<file path="src/rtl/axicb_rd_pkg.sv">
// Shared constants and address decoding for the crossbar read switches.
// AR layout is {len, id, addr}; R layout is {data, resp, id}, LSB first.
package axicb_rd_pkg;

  localparam int MAX_SLV     = 16;
  localparam int MAP_ADDR_W  = 64;
  localparam int TGT_W       = 5;
  localparam int LEN_W       = 8;
  localparam int RESP_W      = 2;

  localparam int ARCH_ADDR_LSB = 0;
  localparam int RCH_ID_LSB    = 0;

  localparam logic [RESP_W-1:0] RESP_DECERR = 2'b11;

  function automatic int arch_id_lsb(input int addr_w);
    return ARCH_ADDR_LSB + addr_w;
  endfunction

  function automatic int arch_len_lsb(input int addr_w, input int id_w);
    return ARCH_ADDR_LSB + addr_w + id_w;
  endfunction

  // Map vectors use a fixed 64-bit stride; returns the lowest hit, or
  // slv_nb (the DECERR pseudo-target) when nothing matches.
  function automatic logic [TGT_W-1:0] addr_decode(
    input logic [MAP_ADDR_W-1:0]         addr,
    input logic [MAX_SLV*MAP_ADDR_W-1:0] start_vec,
    input logic [MAX_SLV*MAP_ADDR_W-1:0] end_vec,
    input logic [MAX_SLV-1:0]            routes,
    input int                            slv_nb
  );
    logic [TGT_W-1:0] tgt;
    tgt = TGT_W'(slv_nb);
    for (int i = MAX_SLV - 1; i >= 0; i--) begin
      if (i < slv_nb && routes[i] &&
          addr >= start_vec[i*MAP_ADDR_W +: MAP_ADDR_W] &&
          addr <= end_vec[i*MAP_ADDR_W +: MAP_ADDR_W])
        tgt = TGT_W'(i);
    end
    return tgt;
  endfunction

endpackage

</file>
<file path="src/rtl/axicb_scfifo.sv">
// Single-clock FIFO; PASS_THRU=1 lets a push reach data_out while empty.
module axicb_scfifo #(
  parameter int DATA_W     = 8,
  parameter int DEPTH_LOG2 = 2,
  parameter int PASS_THRU  = 0
) (
  input  logic              aclk,
  input  logic              aresetn,
  input  logic              srst,
  input  logic              push,
  input  logic [DATA_W-1:0] data_in,
  output logic              full,
  input  logic              pull,
  output logic [DATA_W-1:0] data_out,
  output logic              empty
);

  localparam int DEPTH = 1 << DEPTH_LOG2;

  logic [DATA_W-1:0]   mem [DEPTH];
  logic [DEPTH_LOG2:0] wr_ptr;
  logic [DEPTH_LOG2:0] rd_ptr;
  logic                mem_empty;

  assign mem_empty = (wr_ptr == rd_ptr);
  assign full      = (wr_ptr[DEPTH_LOG2] != rd_ptr[DEPTH_LOG2]) &&
                     (wr_ptr[DEPTH_LOG2-1:0] == rd_ptr[DEPTH_LOG2-1:0]);

  // NOTE: storage is left unreset; the pointers alone define validity.
  always_ff @(posedge aclk) begin
    if (push && !full)
      mem[wr_ptr[DEPTH_LOG2-1:0]] <= data_in;
  end

  always_ff @(posedge aclk or negedge aresetn) begin
    if (!aresetn) begin
      wr_ptr <= '0;
      rd_ptr <= '0;
    end else if (srst) begin
      wr_ptr <= '0;
      rd_ptr <= '0;
    end else begin
      if (push && !full)
        wr_ptr <= wr_ptr + 1'b1;
      if (pull && !empty)
        rd_ptr <= rd_ptr + 1'b1;
    end
  end

  generate
    if (PASS_THRU != 0) begin : g_pass
      assign data_out = mem_empty ? data_in : mem[rd_ptr[DEPTH_LOG2-1:0]];
      assign empty    = mem_empty && !push;
    end else begin : g_reg
      assign data_out = mem[rd_ptr[DEPTH_LOG2-1:0]];
      assign empty    = mem_empty;
    end
  endgenerate

endmodule

</file>
<file path="src/rtl/axicb_slv_switch_rd_ord.sv">
// Master-side read switch: routes AR to one slave, returns R in order by
// only switching targets once outstanding reads drain; answers misses with DECERR.
module axicb_slv_switch_rd_ord
  import axicb_rd_pkg::*;
#(
  parameter int AXI_ADDR_W    = 32,
  parameter int AXI_ID_W      = 8,
  parameter int AXI_SIGNALING = 1,
  parameter int SLV_NB        = 4,
  parameter logic [SLV_NB-1:0]            MST_ROUTES     = '1,
  parameter logic [SLV_NB*AXI_ADDR_W-1:0] SLV_START_ADDR = '0,
  parameter logic [SLV_NB*AXI_ADDR_W-1:0] SLV_END_ADDR   = '0,
  parameter int MAX_OSTDG     = 8,
  parameter int MR_DEPTH_LOG2 = 2,
  parameter int ARCH_W        = 48,
  parameter int RCH_W         = 42
) (
  input  logic                    aclk,
  input  logic                    aresetn,
  input  logic                    srst,
  input  logic                    i_arvalid,
  output logic                    i_arready,
  input  logic [ARCH_W-1:0]       i_arch,
  output logic                    i_rvalid,
  input  logic                    i_rready,
  output logic                    i_rlast,
  output logic [RCH_W-1:0]        i_rch,
  output logic [SLV_NB-1:0]       o_arvalid,
  input  logic [SLV_NB-1:0]       o_arready,
  output logic [ARCH_W-1:0]       o_arch,
  input  logic [SLV_NB-1:0]       o_rvalid,
  output logic [SLV_NB-1:0]       o_rready,
  input  logic [SLV_NB-1:0]       o_rlast,
  input  logic [SLV_NB*RCH_W-1:0] o_rch,
  output logic                    busy
);

  localparam int CNT_W   = $clog2(MAX_OSTDG) + 1;
  localparam int ID_LSB  = arch_id_lsb(AXI_ADDR_W);
  localparam int LEN_LSB = arch_len_lsb(AXI_ADDR_W, AXI_ID_W);
  localparam int RDATA_W = RCH_W - AXI_ID_W - RESP_W;
  localparam int MR_W    = LEN_W + AXI_ID_W;
  localparam logic [TGT_W-1:0] ERR_TGT = TGT_W'(SLV_NB);

  logic [MAX_SLV*MAP_ADDR_W-1:0] start_vec, end_vec;
  logic [TGT_W-1:0]    tgt, cur_tgt;
  logic [CNT_W-1:0]    ostdg_cnt;
  logic [LEN_W-1:0]    beat_cnt;
  logic                allow, slv_ready, tgt_err, ar_hs, r_last_hs;
  logic                dec_sel, dec_hs;
  logic [LEN_W-1:0]    ar_len, mr_len;
  logic [AXI_ID_W-1:0] mr_id;
  logic [MR_W-1:0]     mr_out;
  logic                mr_full, mr_empty;

  // Re-pack the address map onto the package's fixed decode stride.
  always_comb begin
    start_vec = '0;
    end_vec   = '0;
    for (int i = 0; i < SLV_NB; i++) begin
      start_vec[i*MAP_ADDR_W +: MAP_ADDR_W] = MAP_ADDR_W'(SLV_START_ADDR[i*AXI_ADDR_W +: AXI_ADDR_W]);
      end_vec[i*MAP_ADDR_W +: MAP_ADDR_W]   = MAP_ADDR_W'(SLV_END_ADDR[i*AXI_ADDR_W +: AXI_ADDR_W]);
    end
  end

  assign tgt = addr_decode(MAP_ADDR_W'(i_arch[ARCH_ADDR_LSB +: AXI_ADDR_W]),
                           start_vec, end_vec, MAX_SLV'(MST_ROUTES), SLV_NB);
  assign tgt_err = (tgt == ERR_TGT);
  assign ar_len  = (AXI_SIGNALING != 0) ? i_arch[LEN_LSB +: LEN_W] : '0;

  // A switch is also legal when the single outstanding read completes now.
  assign allow = (ostdg_cnt == '0) ||
                 ((tgt == cur_tgt) && (ostdg_cnt < CNT_W'(MAX_OSTDG))) ||
                 ((ostdg_cnt == CNT_W'(1)) && r_last_hs);

  // NOTE: every combinational output gets a default first so no latch is inferred.
  always_comb begin
    o_arvalid = '0;
    slv_ready = 1'b0;
    for (int i = 0; i < SLV_NB; i++) begin
      if (tgt == TGT_W'(i)) begin
        o_arvalid[i] = i_arvalid && allow;
        slv_ready    = o_arready[i];
      end
    end
  end

  assign i_arready = allow && (tgt_err ? !mr_full : slv_ready);
  assign ar_hs     = i_arvalid && i_arready;
  assign o_arch    = i_arch;

  assign {mr_len, mr_id} = mr_out;
  assign dec_sel = (cur_tgt == ERR_TGT);

  always_comb begin
    i_rvalid = 1'b0;
    i_rlast  = 1'b0;
    i_rch    = '0;
    o_rready = '0;
    if (dec_sel) begin
      i_rvalid = !mr_empty;
      i_rlast  = !mr_empty && (beat_cnt == mr_len);
      i_rch    = {{RDATA_W{1'b0}}, RESP_DECERR, mr_id};
    end else begin
      for (int i = 0; i < SLV_NB; i++) begin
        if (cur_tgt == TGT_W'(i)) begin
          i_rvalid    = o_rvalid[i];
          i_rlast     = o_rlast[i];
          i_rch       = o_rch[i*RCH_W +: RCH_W];
          o_rready[i] = i_rready;
        end
      end
    end
  end

  assign r_last_hs = i_rvalid && i_rready && i_rlast;
  assign dec_hs    = dec_sel && !mr_empty && i_rready;

  axicb_scfifo #(
    .DATA_W     (MR_W),
    .DEPTH_LOG2 (MR_DEPTH_LOG2),
    .PASS_THRU  (0)
  ) u_mr_fifo (
    .aclk     (aclk),
    .aresetn  (aresetn),
    .srst     (srst),
    .push     (ar_hs && tgt_err),
    .data_in  ({ar_len, i_arch[ID_LSB +: AXI_ID_W]}),
    .full     (mr_full),
    .pull     (dec_hs && i_rlast),
    .data_out (mr_out),
    .empty    (mr_empty)
  );

  // NOTE: state registers use non-blocking assignments so every update sees pre-edge values.
  always_ff @(posedge aclk or negedge aresetn) begin
    if (!aresetn) begin
      cur_tgt   <= '0;
      ostdg_cnt <= '0;
      beat_cnt  <= '0;
    end else if (srst) begin
      cur_tgt   <= '0;
      ostdg_cnt <= '0;
      beat_cnt  <= '0;
    end else begin
      if (ar_hs)
        cur_tgt <= tgt;
      unique case ({ar_hs, r_last_hs})
        2'b10:   ostdg_cnt <= ostdg_cnt + CNT_W'(1);
        2'b01:   if (ostdg_cnt != '0) ostdg_cnt <= ostdg_cnt - CNT_W'(1);
        default: ;
      endcase
      if (dec_hs)
        beat_cnt <= i_rlast ? '0 : beat_cnt + 1'b1;
    end
  end

  assign busy = (ostdg_cnt != '0);

  a_no_underflow : assert property (@(posedge aclk) disable iff (!aresetn)
    r_last_hs |-> (ostdg_cnt != '0));

endmodule

</file>
<file path="config.mk">
export PLATFORM = sky130hd
export DESIGN_NAME = axicb_slv_switch_rd_ord
export DESIGN_NICKNAME = d
export VERILOG_FILES = /design/src/rtl/axicb_rd_pkg.sv /design/src/rtl/axicb_scfifo.sv /design/src/rtl/axicb_slv_switch_rd_ord.sv
export SDC_FILE = /design/constraint.sdc
export NUM_CORES = 1
export LEC_CHECK = 0
export BUFFER_PORTS_ARGS = -buffer_cell sky130_fd_sc_hd__buf_2
export CORE_AREA = 2 2 131 133
export DETAILED_ROUTE_END_ITERATION = 16
export DIE_AREA = 0 0 133 135
export SKIP_LAST_GASP = 1
export SLEW_MARGIN = 30
export SYNTH_ARGS = -nofsm -noshare
export SYNTH_HDL_FRONTEND = slang
export SYNTH_SLANG_ARGS = --single-unit
</file>
<file path="constraint.sdc">
create_clock -name aclk -period 3.9 [get_ports aclk]
set_input_delay 0 -clock aclk [delete_from_list [all_inputs] [get_ports aclk]]
set_output_delay 0 -clock aclk [all_outputs]
set_load 0.02 [all_outputs]
</file>
==> flow_summary.json <==
{
  "grt_pass1_vias": 3385,
  "n_fill_cell": 1608,
  "first_pass_iters": 4,
  "diodes": 0,
  "routed_via_density": 4.48,
  "clkLatencyLatePin_ns": 0.33,
  "dp_hpwl_um": 8390,
  "dieArea_um2": 18000,
  "cts_tree": "done",
  "rows": 47,
  "instances_no_fill": 769,
  "place.gp.congestion": 0.821,
  "syn_avg_cell_area_um2": 12.3,
  "clk_pin_slew_ns": 0.06,
  "critPathTopFamily": "simple AND/OR/NAND/NOR gates",
  "synth_flop_cell": "edfxtp_1",
  "swShare": 0.349,
  "cpMostUsedCell": "a21o_1",
  "p_per_area_nw_per_um2": 522,
  "overflow": 0,
  "clockPowerShare": 0.268,
  "cts_sinks": 83,
  "cts_resized": 0,
  "start_util": 0.284,
  "crit_buf_inv": 1,
  "coreArea_um2": 16400,
  "crit_chain": "mux4_1, xnor2_1, nand4_1, a21o_1, or4_4, a21o_1, nor2_1, buf_12",
  "p_comb_frac": 0.362,
  "clock_skew_ns": 0.00785,
  "path_class": "flop to flop",
  "synth-edff-count": 64,
  "p_int_w": 0.00204,
  "maxCapViolCount": 0,
  "synthCells": 377,
  "synth.yosys.seq_area_share": 0.515,
  "clock-root-buffer": "clkbuf_16",
  "hold_violations": 0,
  "ys_types": 50,
  "cts.path.max_buffers": 2,
  "slew_viol_final": 0,
  "crit_fanout": 16,
  "die_x_um": 133,
  "irDropWorstVdd_v": 0.000261,
  "worst_pin_slew_ns": 0.644,
  "switchingPower_w": 0.00109,
  "portBuffers": 193,
  "fin_ws_ns": 0.423,
  "synth.ff_latch_count": 83,
  "min_period_over_period": 0.891,
  "post_cts_buffers": 0,
  "io_pins": 335,
  "fmax_mhz": 288,
  "postRouteAntennaNets": 0,
  "syn_area_um2": 4650,
  "hold_class": "input pin to flop",
  "dp.cells": 736,
  "finalSetupTns_ns": 0,
  "slowest_stage": "dfrtp_1",
  "cts_made_buffers": 9,
  "power_w": 0.00314,
  "arrival_ns": 3.51,
  "drive_gt1_frac": 0.443,
  "num-nets-final": 787,
  "routed_wl_um": 11400,
  "vias": 3445,
  "wl_per_cell_um": 14.8,
  "htree_levels": 3,
  "setup_viol": 0,
  "holdWs_ns": 0.0499,
  "grt_start_max_net_pins": 50,
  "drc": 0,
  "critPathRequiredTime_ns": 3.94,
  "antenna_found_initial": 0,
  "p_seq_frac": 0.370,
  "holdBufCountCts": 17,
  "end_kind": "flop",
  "async_reset_ff_frac": 0.229,
  "leakage_nw": 2.53,
  "syn2layout_area_growth_pct": 29.2,
  "max_stage_delay_ns": 0.70,
  "start_kind": "flop",
  "relSlewSlack": 0.569,
  "outcome": "finished clean",
  "grt_usage": 0.123,
  "rsz0062_at_grt": "no",
  "yosys_warnings": 0,
  "pre_cts_ws_ns": 0.413,
  "final.min_clock_period_ns": 3.48,
  "first_iter_violations": 140,
  "grt_pass1_wl_um": 17500,
  "die_h_um": 135
}
==> cell families after synthesis <==
family / synth area share
AO/OA/AOI/OAI: 0.0640
XOR/XNOR: 0.0358
adder cells (fa/ha/maj): 0.0269
buffers and inverters: 0.116
flip-flops: 0.515
multiplexers: 0.109
other: 0.000806
AND/OR/NAND/NOR: 0.132
==> cell type report <==
| type | instances | area [µm²] | area share |
|---|---|---|---|
| clock buffer | 9 | 225 | 0.0375 |
| clock inverter | 7 | 75.1 | 0.0125 |
| inverter | 12 | 45.0 | 0.00750 |
| multi-input combinational | 219 | 1740 | 0.289 |
| sequential | 83 | 2400 | 0.399 |
| tap | 220 | 275 | 0.0458 |
| timing repair buffer | 219 | 1250 | 0.209 |
==> registers in the layout (all words and copies together), names as in the netlist <==
register	flops
u_mr_fifo.rd_ptr	3
ostdg_cnt	4
cur_tgt	1
u_mr_fifo.mem	64
u_mr_fifo.wr_ptr	3
beat_cnt	8
==> through the flow <==
step	utilization	cell area (µm²)
detailed placement	0.337	5530
CTS	0.366	6000
floorplan	-	4670
global route	0.366	6010
global placement	0.337	5530
finish	0.366	6010
==> per-layer routing <==
layer | global-route usage | part of all wire
met5 | 0 | 0
met3 | 0.0244 | 0.054
met1 | 0.156 | 0.44
met4 | 0.0323 | 0.0097
met2 | 0.216 | 0.50
==> synth_stat cells, types with 4 or more instances <==
| library cell | number | area share |
|---|---|---|
| a21o_1 | 5 | 0.0081 |
| a21oi_1 | 7 | 0.0075 |
| a31oi_1 | 4 | 0.0054 |
| a41oi_1 | 4 | 0.0075 |
| buf_4 | 56 | 0.090 |
| clkbuf_1 | 6 | 0.0048 |
| dfrtp_1 | 19 | 0.10 |
| edfxtp_1 | 64 | 0.41 |
| ha_1 | 10 | 0.027 |
| inv_1 | 12 | 0.0097 |
| mux2_2 | 9 | 0.022 |
| mux2i_1 | 7 | 0.015 |
| mux4_1 | 6 | 0.034 |
| mux4_2 | 8 | 0.039 |
| nand2_1 | 19 | 0.015 |
| nand3_1 | 8 | 0.0086 |
| nand4_1 | 4 | 0.0054 |
| nor2_1 | 16 | 0.013 |
| nor2b_1 | 35 | 0.047 |
| nor3_1 | 7 | 0.0075 |
| nor4_1 | 9 | 0.012 |
| o31ai_1 | 4 | 0.0065 |
| xnor2_1 | 13 | 0.024 |
| xor2_1 | 6 | 0.011 |
==> placed cells by master, fill, tap and decap left out, drive strengths merged, types with 9 or more instances in the layout <==
master and instances:
buf 202, clkbuf 9, dfrtp 19, dlygate4sd3 17, edfxtp 64, ha 10
inv 14, mux2 9, mux4 14, nand2 19, nor2 16, nor2b 35
nor4 9, xnor2 13
==> worst paths after layout <==
| check | start | endpoint | slack [ns] | cells past startpoint |
|---|---|---|---|---|
| worst min-delay path | srst | u_mr_fifo.wr_ptr[1] | 0.05 | 2 |
| worst max register to register | u_mr_fifo.rd_ptr[0] | u_mr_fifo.mem[3][12] | 0.42 | 8 |
| worst max-delay path | u_mr_fifo.rd_ptr[0] | u_mr_fifo.mem[3][12] | 0.42 | 8 |
| max in group asynchronous | aresetn | beat_cnt[7] | 3.42 | 2 |
| min in group asynchronous | aresetn | beat_cnt[6] | 0.17 | 2 |
| worst min register to register | u_mr_fifo.rd_ptr[2] | u_mr_fifo.rd_ptr[2] | 0.57 | 2 |
==> worst register-to-register path, stage by stage, from the launching register on <==
cell     delay (ns)
dfrtp_1        0.70
mux4_1         0.65
xnor2_1        0.21
nand4_1        0.15
a21o_1         0.21
or4_4          0.53
a21o_1         0.29
nor2_1         0.23
buf_12         0.21
==> power groups by stage <==
stage	clock network [W]	logic, W	registers, W
final	0.000841	0.00114	0.00116
after global routing	0.000902	0.00124	0.00118
after CTS	0.000861	0.00115	0.00116
after detailed placement	0	0.00113	0.00118
after global placement	0	0.00111	0.00117
after floorplan	0	0.000792	0.00116
Note: power is estimated with default switching activity, not from simulation.
